==> src/rtl/decoder_seq.sv <==
// Registered one-hot select generator: load, up/down stepping with wrap at LAST, sync clear.
// Define DECODER_SEQ_ERR_EN to add the sticky `err` flag for out-of-range loads.
module decoder_seq #(
    parameter int N    = 4,
    parameter int LAST = (1 << N) - 1
) (
    input  logic               clk,
    input  logic               rst_n,
    input  logic               enable,
    input  logic               clear,
    input  logic               load,
    input  logic [N-1:0]       in,
    input  logic               step,
    input  logic               dir,
    output logic [(1<<N)-1:0]  out,
    output logic [N-1:0]       index,
    output logic               valid,
`ifdef DECODER_SEQ_ERR_EN
    output logic               err,
`endif
    output logic               wrap
);

    localparam int W = 1 << N;
    localparam logic [N-1:0] LAST_IDX = LAST[N-1:0];

    logic          active;
    logic [N-1:0]  index_nxt;
    logic          active_nxt;
    logic          wrap_nxt;
    logic          reject;
    logic [W-1:0]  out_nxt;

    // Priority: clear > enable gate > load > step > hold.
    always_comb begin
        index_nxt  = index;
        active_nxt = active;
        wrap_nxt   = 1'b0;
        reject     = 1'b0;
        if (clear) begin
            index_nxt  = '0;
            active_nxt = 1'b0;
        end else if (enable) begin
            if (load) begin
                if (in <= LAST_IDX) begin
                    index_nxt  = in;
                    active_nxt = 1'b1;
                end else begin
                    reject = 1'b1;
                end
            end else if (step && active) begin
                if (!dir) begin
                    if (index == LAST_IDX) begin
                        index_nxt = '0;
                        wrap_nxt  = 1'b1;
                    end else begin
                        index_nxt = index + 1'b1;
                    end
                end else begin
                    if (index == '0) begin
                        index_nxt = LAST_IDX;
                        wrap_nxt  = 1'b1;
                    end else begin
                        index_nxt = index - 1'b1;
                    end
                end
            end
        end
    end

    always_comb begin
        out_nxt = '0;
        if (active_nxt && enable && !clear) begin
            out_nxt[index_nxt] = 1'b1;
        end
    end

    always_ff @(posedge clk or negedge rst_n) begin
        if (!rst_n) begin
            index  <= '0;
            active <= 1'b0;
            out    <= '0;
            valid  <= 1'b0;
            wrap   <= 1'b0;
        end else begin
            index  <= index_nxt;
            active <= active_nxt;
            out    <= out_nxt;
            valid  <= |out_nxt;
            wrap   <= wrap_nxt;
        end
    end

`ifdef DECODER_SEQ_ERR_EN
    // Sticky until clear or reset; reject is never raised in a clear cycle.
    always_ff @(posedge clk or negedge rst_n) begin
        if (!rst_n) begin
            err <= 1'b0;
        end else if (clear) begin
            err <= 1'b0;
        end else if (reject) begin
            err <= 1'b1;
        end
    end
`else
    logic unused_reject;
    assign unused_reject = reject;
`endif

endmodule

==> config.mk <==
export PLATFORM = sky130hd
export DESIGN_NAME = decoder_seq
export DESIGN_NICKNAME = d
export VERILOG_FILES = /design/src/rtl/decoder_seq.sv
export SDC_FILE = /design/constraint.sdc
export NUM_CORES = 1
export LEC_CHECK = 0
export CAP_MARGIN = 20
export CORE_MARGIN = 1
export CORE_UTILIZATION = 48
export CTS_CLUSTER_DIAMETER = 200
export DETAILED_ROUTE_END_ITERATION = 8
export PLACE_DENSITY_LB_ADDON = 0.15
export SYNTH_ARGS = -nofsm -noshare
export SYNTH_HDL_FRONTEND = slang
export SYNTH_SLANG_ARGS = --single-unit
export TNS_END_PERCENT = 10
==> constraint.sdc <==
create_clock -name clk -period 5.9 [get_ports clk]
set_clock_uncertainty 0.15 [all_clocks]
set_input_delay 0.885 -clock clk [delete_from_list [all_inputs] [get_ports clk]]
set_output_delay 0.885 -clock clk [all_outputs]
set_load 0.05 [all_outputs]
==> metrics.md, run 1 <==
| Metric | Value |
|---|---|
| Final Hold Viols | 0 |
| Compound-Gate Fraction of Synth Area | 14.91% |
| DRC | 0 |
| Mux contribution to synthesized area | 1.893% |
| Iteration-0 DRC Markers | 25 |
| Slew @ Worst Pin | 511.6 ps |
| Largest delay share family, worst path | simple AND/OR/NAND/NOR gates |
| Worst setup margin | 3081 ps |
| Crit-path max FO | 10 |
| Finished Core Util | 71.53% |
| Number of global-route vias before repair | 774 |
| All-Layer GR Usage | 18.87% |
| Worst path arrival time | 2900 ps |
| Post-Syn Area | 1057 um2 |
| Full die area | 2394 um2 |
| Syn Nets | 112 |
| FF-to-FF path depth | 7 |
| Power Density | 203.4 nW/um2 |
| Drt wl/cell | 13.04 um |
| Fin cells | 161 |
| RSZ-0062 raised after global routing | false |
| Synth Warn # | 0 |
| Setup Crit Path Kind | in -> reg |
| Post-CTS Hold Fix Bufs | 0 |
| Largest net degree at the start of global routing | 24 |
| Crit-path cells | clkdlybuf4s50_1, nand2b_1, or4_1, a31o_2, clkinv_2, o211ai_1, nor2_1 |
| Final ANT Viol Nets | 0 |
| Die width | 48.93 um |
| # Max-Cap Violations | 0 |
| Setup bufs post-CTS | 0 |
| Initial antenna violation count | 0 |
| Total negative slack | 0 ps |
| Max Slew Vio Count | 0 |
| Outcome | completed |
| Nature of the critical path startpoint | input port |
| Share of post-route cells with drive strength above 1 | 7.463% |
| Syn Area/Cell | 10.68 um2 |
| H-tree depth | 1 |
| CP endpoint kind | flop |
| Dpl cells | 156 |
| FF-to-FF End | out[2] |
| Antenna Cells | 0 |
| Largest family of logic cells by synthesized area | simple AND/OR/NAND/NOR gates |
| Simple-gate share of the synthesized area | 21.18% |
| Final setup viols | 0 |
| Fin crit period | 2819 ps |
| Crit share post-route | 47.78% |
| Xor/xnor share of the synthesized area | 0.8284% |
| WP depth | 7 |
| Yosys cell types | 37 |
| Die Ht | 48.93 um |
| Clk pin slew, worst setup/hold paths | 110 ps |
| Initial Util | 52.29% |
| CTS buffer count | 3 |
| TritonCTS clock tree | yes |
| Pre-CTS setup slack | 2796 ps |
| Critical Path Slowest Stage Cell | clkdlybuf4s50_1 |
| CP startpoint | enable |
| PortBufs | 32 |
| Area delta synth->final | 36.80% |
| Synth Instances | 99 |
| Worst relative slew slack | 65.79% |
| Vias post-DR | 888 |
| Worst-Skew Late Latency | 300 ps |
| Seq/Total Area, Yosys | 54.44% |
| IR drop worst, VDD | 0.1894 mV |
| Post-Synth Adder-Cell Area | 2.367% |
| R2R setup slack | 3510 ps |
| # IOs | 33 |
| Initial DRT Pass Iterations | 4 |
| # nets final | 148 |
| Routed WL | 2.100 mm |
| F_max | 354.8 MHz |
| Critical R2R Launch | index[0] |
| Leak | 0.0006309 uW |
| FF+latch count, synth | 23 |
| Gr ovfl total | 0 |
| Row count | 16 |
| End of the critical path | out[13] |
| PostCTS Resize Cnt | 0 |
| CTS Root Buffer Type | clkbuf_4 |
| CORE AREA | 2022 um2 |
| Max incr delay on CP | 660 ps |
| Via-to-Cell Ratio | 5.516 |
| Final GP Congestion | 0.8353 |
| CTS sink cnt | 23 |
| Post-detail-place hpwl | 1.598 mm |
| First-pass GRT wire length | 3.436 mm |
| WP data required | 5980 ps |
| Longest Clk Path Bufs | 2 |
| FILL cells | 157 |
| Bufs and invs on worst path | 2 |
| Type of the worst min-delay path | reg -> reg |
==> report_power, final <==
group / switching [uW] / internal, uW / total [uW]
clock: 39.8 / 26.4 / 66.1
combinational: 37.0 / 24.8 / 61.8
sequential: 5.10 / 161 / 166
==> placed cells by master (no fill, tap or decap), types with 3 or more instances in the layout <==
master	netlist	final
clkbuf_4	0	3
clkdlybuf4s50_1	0	32
dfrtp_1	23	23
inv_1	6	6
nand2_1	7	7
nand2b_1	3	3
nand3_1	3	3
nor2_1	12	12
nor3_1	7	7
o21a_1	3	3
==> how the worst min path moves through the flow <==
| stage | cells after the start | from | endpoint |
|---|---|---|---|
| 2_1_floorplan | 2 | active | active |
| 3_3_place_gp | 2 | active | active |
| 3_5_place_dp | 2 | active | active |
| 4_1_cts | 2 | active | active |
| 5_1_grt | 2 | active | active |
| 6_report | 2 | active | active |
==> sequential cells by signal, indices dropped and copies added, names as in the netlist <==
| name | cells |
|---|---|
| active | 1 |
| wrap | 1 |
| index | 4 |
| valid | 1 |
| out | 16 |
==> routing by layer <==
layer / track usage, % / vias to the layer above / share of wire [%]
met3: 5.919 / 0 / 5.8
met2: 31.02 / 33 / 49
met4: 2.451 / 0 / 0
met5: 0 / - / 0
li1: - / 427 / -
met1: 25.15 / 428 / 46
==> cell type report <==
cell class	instances	area (um2)	area share [%]
well taps	27	33.78	2.336
inverters	7	27.53	1.903
clock buffers	4	26.28	1.817
repair buffers	33	347.8	24.05
multi-input cells	67	435.4	30.10
flip-flops and latches	23	575.6	39.79
==> worst min-delay path, cell delays in order (launching register included) <==
cell and delay [ps]:
dfrtp_1 380, a21oi_1 50, nor2_1 80
==> kinds of logic after synthesis <==
kind of cell    after synthesis
compound gates               20
xor+xnor                      1
fa+ha+maj                     2
flops                        23
mux                           2
buf+inv                       9
simple gates                 42
==> metrics by stage <==
step / area, um2 / total power, uW / hold slack [ps]
floorplan: 1057 / 206.1 / 334.8
global placement: 1393 / 227.3 / 362.2
detailed placement: 1393 / 228.9 / 370.7
CTS: 1419 / 295.4 / 396.2
global route: 1446 / 310.8 / 427.8
finish: 1446 / 294.2 / 383.4
==> cell usage after synthesis <==
cell type | number | area share [%]
clkinv_2 | 1 | 0.47
or4b_1 | 1 | 0.95
nor2_1 | 12 | 4.3
nand3_1 | 3 | 1.4
buf_6 | 1 | 1.1
nor4bb_1 | 1 | 0.95
o211ai_1 | 2 | 1.4
o31a_1 | 1 | 0.83
o21ai_1 | 1 | 0.47
nor2b_1 | 1 | 0.59
o21a_1 | 3 | 2.1
nand3b_1 | 1 | 0.71
a21oi_1 | 2 | 0.95
xor2_1 | 1 | 0.83
dfrtp_1 | 23 | 54
nand2b_1 | 3 | 1.8
or3b_1 | 1 | 0.83
a221oi_2 | 1 | 1.4
o221a_2 | 1 | 1.1
nand2_1 | 7 | 2.5
nor4_1 | 1 | 0.59
o31ai_1 | 1 | 0.71
nor3_1 | 7 | 3.3
and2b_1 | 1 | 0.71
inv_1 | 6 | 2.1
buf_4 | 1 | 0.71
and4b_1 | 1 | 0.95
a31o_2 | 1 | 0.83
o21ai_0 | 2 | 0.95
ha_1 | 2 | 2.4
o311ai_1 | 1 | 0.83
o211a_1 | 1 | 0.95
a211oi_2 | 1 | 1.2
o22ai_1 | 2 | 1.2
nor3_2 | 1 | 0.95
mux2i_1 | 2 | 1.9
or4_1 | 1 | 0.71
Power figures use the tool's default switching activity.
==> run 2, diff against run 1 <==
--- a/config.mk
+++ b/config.mk
@@ -7,7 +7,7 @@
 export LEC_CHECK = 0
 export CAP_MARGIN = 20
 export CORE_MARGIN = 1
-export CORE_UTILIZATION = 48
+export CORE_UTILIZATION = 41
 export CTS_CLUSTER_DIAMETER = 200
 export DETAILED_ROUTE_END_ITERATION = 8
 export PLACE_DENSITY_LB_ADDON = 0.15
==> constraint.sdc (replaced) <==
create_clock -name clk -period 2.3 [get_ports clk]
set_clock_uncertainty 0.15 [all_clocks]
set_input_delay 0.345 -clock clk [delete_from_list [all_inputs] [get_ports clk]]
set_output_delay 0.345 -clock clk [all_outputs]
set_load 0.05 [all_outputs]
==> metrics.md, run 2 (synthesized netlist as in run 1, its figures left out) <==
| Metric | Value |
|---|---|
| Leading cell type in the layout, fill and taps excluded | clkdlybuf4s50_1 |
| CTS sink cnt | 23 |
| Worst path arrival time | 1710 ps |
| Most frequent cells in the layout | clkdlybuf4s50_1, dfrtp_1, buf_4, nor2_1, nand2_1 |
| GR Util met3 | 4.058% |
| Met2 global-route usage | 34.39% |
| Initial antenna violation count | 0 |
| Largest net degree at the start of global routing | 24 |
| Via-to-Cell Ratio | 5.238 |
| Share of post-route cells with drive strength above 1 | 22.52% |
| Gr ovfl total | 0 |
| Initial Util | 43.07% |
| H-tree depth | 1 |
| Max incr delay on CP | 860 ps |
| Final ANT Viol Nets | 0 |
| Register area | 578.1 um2 |
| Worst relative slew slack | 65.92% |
| FF-to-FF path depth | 8 |
| Dpl cells | 175 |
| Fin cells | 181 |
| Worst-Skew Late Latency | 310 ps |
| IR drop worst, VDD | 0.4234 mV |
| First-pass GRT wire length | 4.215 mm |
| TritonCTS clock tree | yes |
| Slew @ Worst Pin | 509.7 ps |
| FILL cells | 211 |
| Power Density | 506.2 nW/um2 |
| Number of global-route vias before repair | 923 |
| Leak | 0.0007141 uW |
| Max reg flops | 16 |
| Routed WL | 2.496 mm |
| GR peak layer | met2 |
| Setup Crit Path Kind | reg -> out |
| Total negative slack | 0 ps |
| Power share of the clock group | 23.1% |
| Sequential share of power | 52.9% |
| Post-route cell area | 1588 um2 |
| Die Ht | 52.78 um |
| Largest delay share family, worst path | buffers and inverters |
| Full die area | 2786 um2 |
| Drt wl/cell | 13.79 um |
| Clk pin slew, worst setup/hold paths | 120 ps |
| Post-detail-place hpwl | 1.955 mm |
| FF-to-FF End | out[0] |
| Bufs and invs on worst path | 1 |
| Crit-path cells | clkdlybuf4s50_1 |
| Die width | 52.78 um |
| # Max-Cap Violations | 0 |
| Area delta synth->final | 50.18% |
| Finished Core Util | 64.68% |
| Met1 usage | 27.37% |
| Switching share of power | 29.50% |
| All-Layer GR Usage | 21.56% |
| Crit-path max FO | 9 |
| Net Switching | 237.1 uW |
| R2R setup slack | 140 ps |
| Crit share post-route | 95.89% |
| Dpl cell area | 1519 um2 |
| Final setup viols | 0 |
| WP data required | 1800 ps |
| Combinational Power Share | 24.0% |
| Antenna Cells | 0 |
| Leading registers by flop count | out (16), index (4) |
| Final GP Congestion | 0.8344 |
| Biggest register | out |
| DRC | 0 |
| Initial DRT Pass Iterations | 4 |
| F_max | 453.4 MHz |
| WP depth | 1 |
| P_int | 566.7 uW |
| Type of the worst min-delay path | in -> async |
| Critical R2R Launch | index[1] |
| CP endpoint kind | output pin |
| Post-CTS Hold Fix Bufs | 0 |
| Fin crit period | 2205 ps |
| Max Slew Vio Count | 0 |
| Iteration-0 DRC Markers | 16 |
| Total chip power | 803.8 uW |
| Longest Clk Path Bufs | 2 |
| Outcome | completed |
| # nets final | 165 |
| Multi-input combinational cell area | 461.7 um2 |
| Nature of the critical path startpoint | flop |
| Row count | 18 |
| CTS buffer count | 3 |
| # IOs | 33 |
| Critical Path Slowest Stage Cell | clkdlybuf4s50_1 |
| PortBufs | 32 |
| Vias post-DR | 948 |
| CTS Root Buffer Type | clkbuf_4 |
| CORE AREA | 2455 um2 |
| Final Hold Viols | 0 |
[run 2: how the worst max path moves through the flow]
| stage | slack [ps] | endpoint | startpoint |
|---|---|---|---|
| 6_report | 90 | index[3] | index[3] |
| 4_1_cts | 80 | out[12] | index[1] |
| 3_3_place_gp | -50 | out[15] | step |
| 5_1_grt | -0.5 | out[12] | index[0] |
| 2_1_floorplan | 60 | out[0] | index[0] |
| 3_5_place_dp | -70 | out[15] | load |
[run 2: power groups by stage]
stage	Clock, uW	Sequential [uW]	Combinational, uW
2_1_floorplan	0	462	67.5
3_3_place_gp	0	433	176
3_5_place_dp	0	433	181
4_1_cts	187	425	181
5_1_grt	202	427	209
6_report	186	425	193
[run 2: cell type report]
class / count / area share, %
Sequential cell: 23 / 36.41
Multi-Input combinational cell: 67 / 29.08
Timing Repair Buffer: 50 / 28.68
Tap cell: 30 / 2.364
Inverter: 7 / 1.734
Clock buffer: 3 / 1.418
Clock inverter: 1 / 0.3152
[run 2: routing by layer]
layer	wire (um)	part of all wire, %	vias to the layer above
li1	-	-	458
met1	1132	45	456
met2	1234	49	30
met3	86	3.4	4
met4	42	1.7	0
met5	0	0	-
[run 2: stage by stage]
step                setup slack (ps)  hold WS [ps]
floorplan                      58.80        -100.6
global placement              -46.30         377.0
detailed placement            -65.90         378.5
CTS                            78.47         232.2
global route                 -0.4694         236.1
finish                         94.51         215.4
[run 2: timing repair]
action / in CTS / in global routing
buffers inserted: 0 / 2
setup endpoints to repair: 0 / 8
resized for setup: 0 / 5
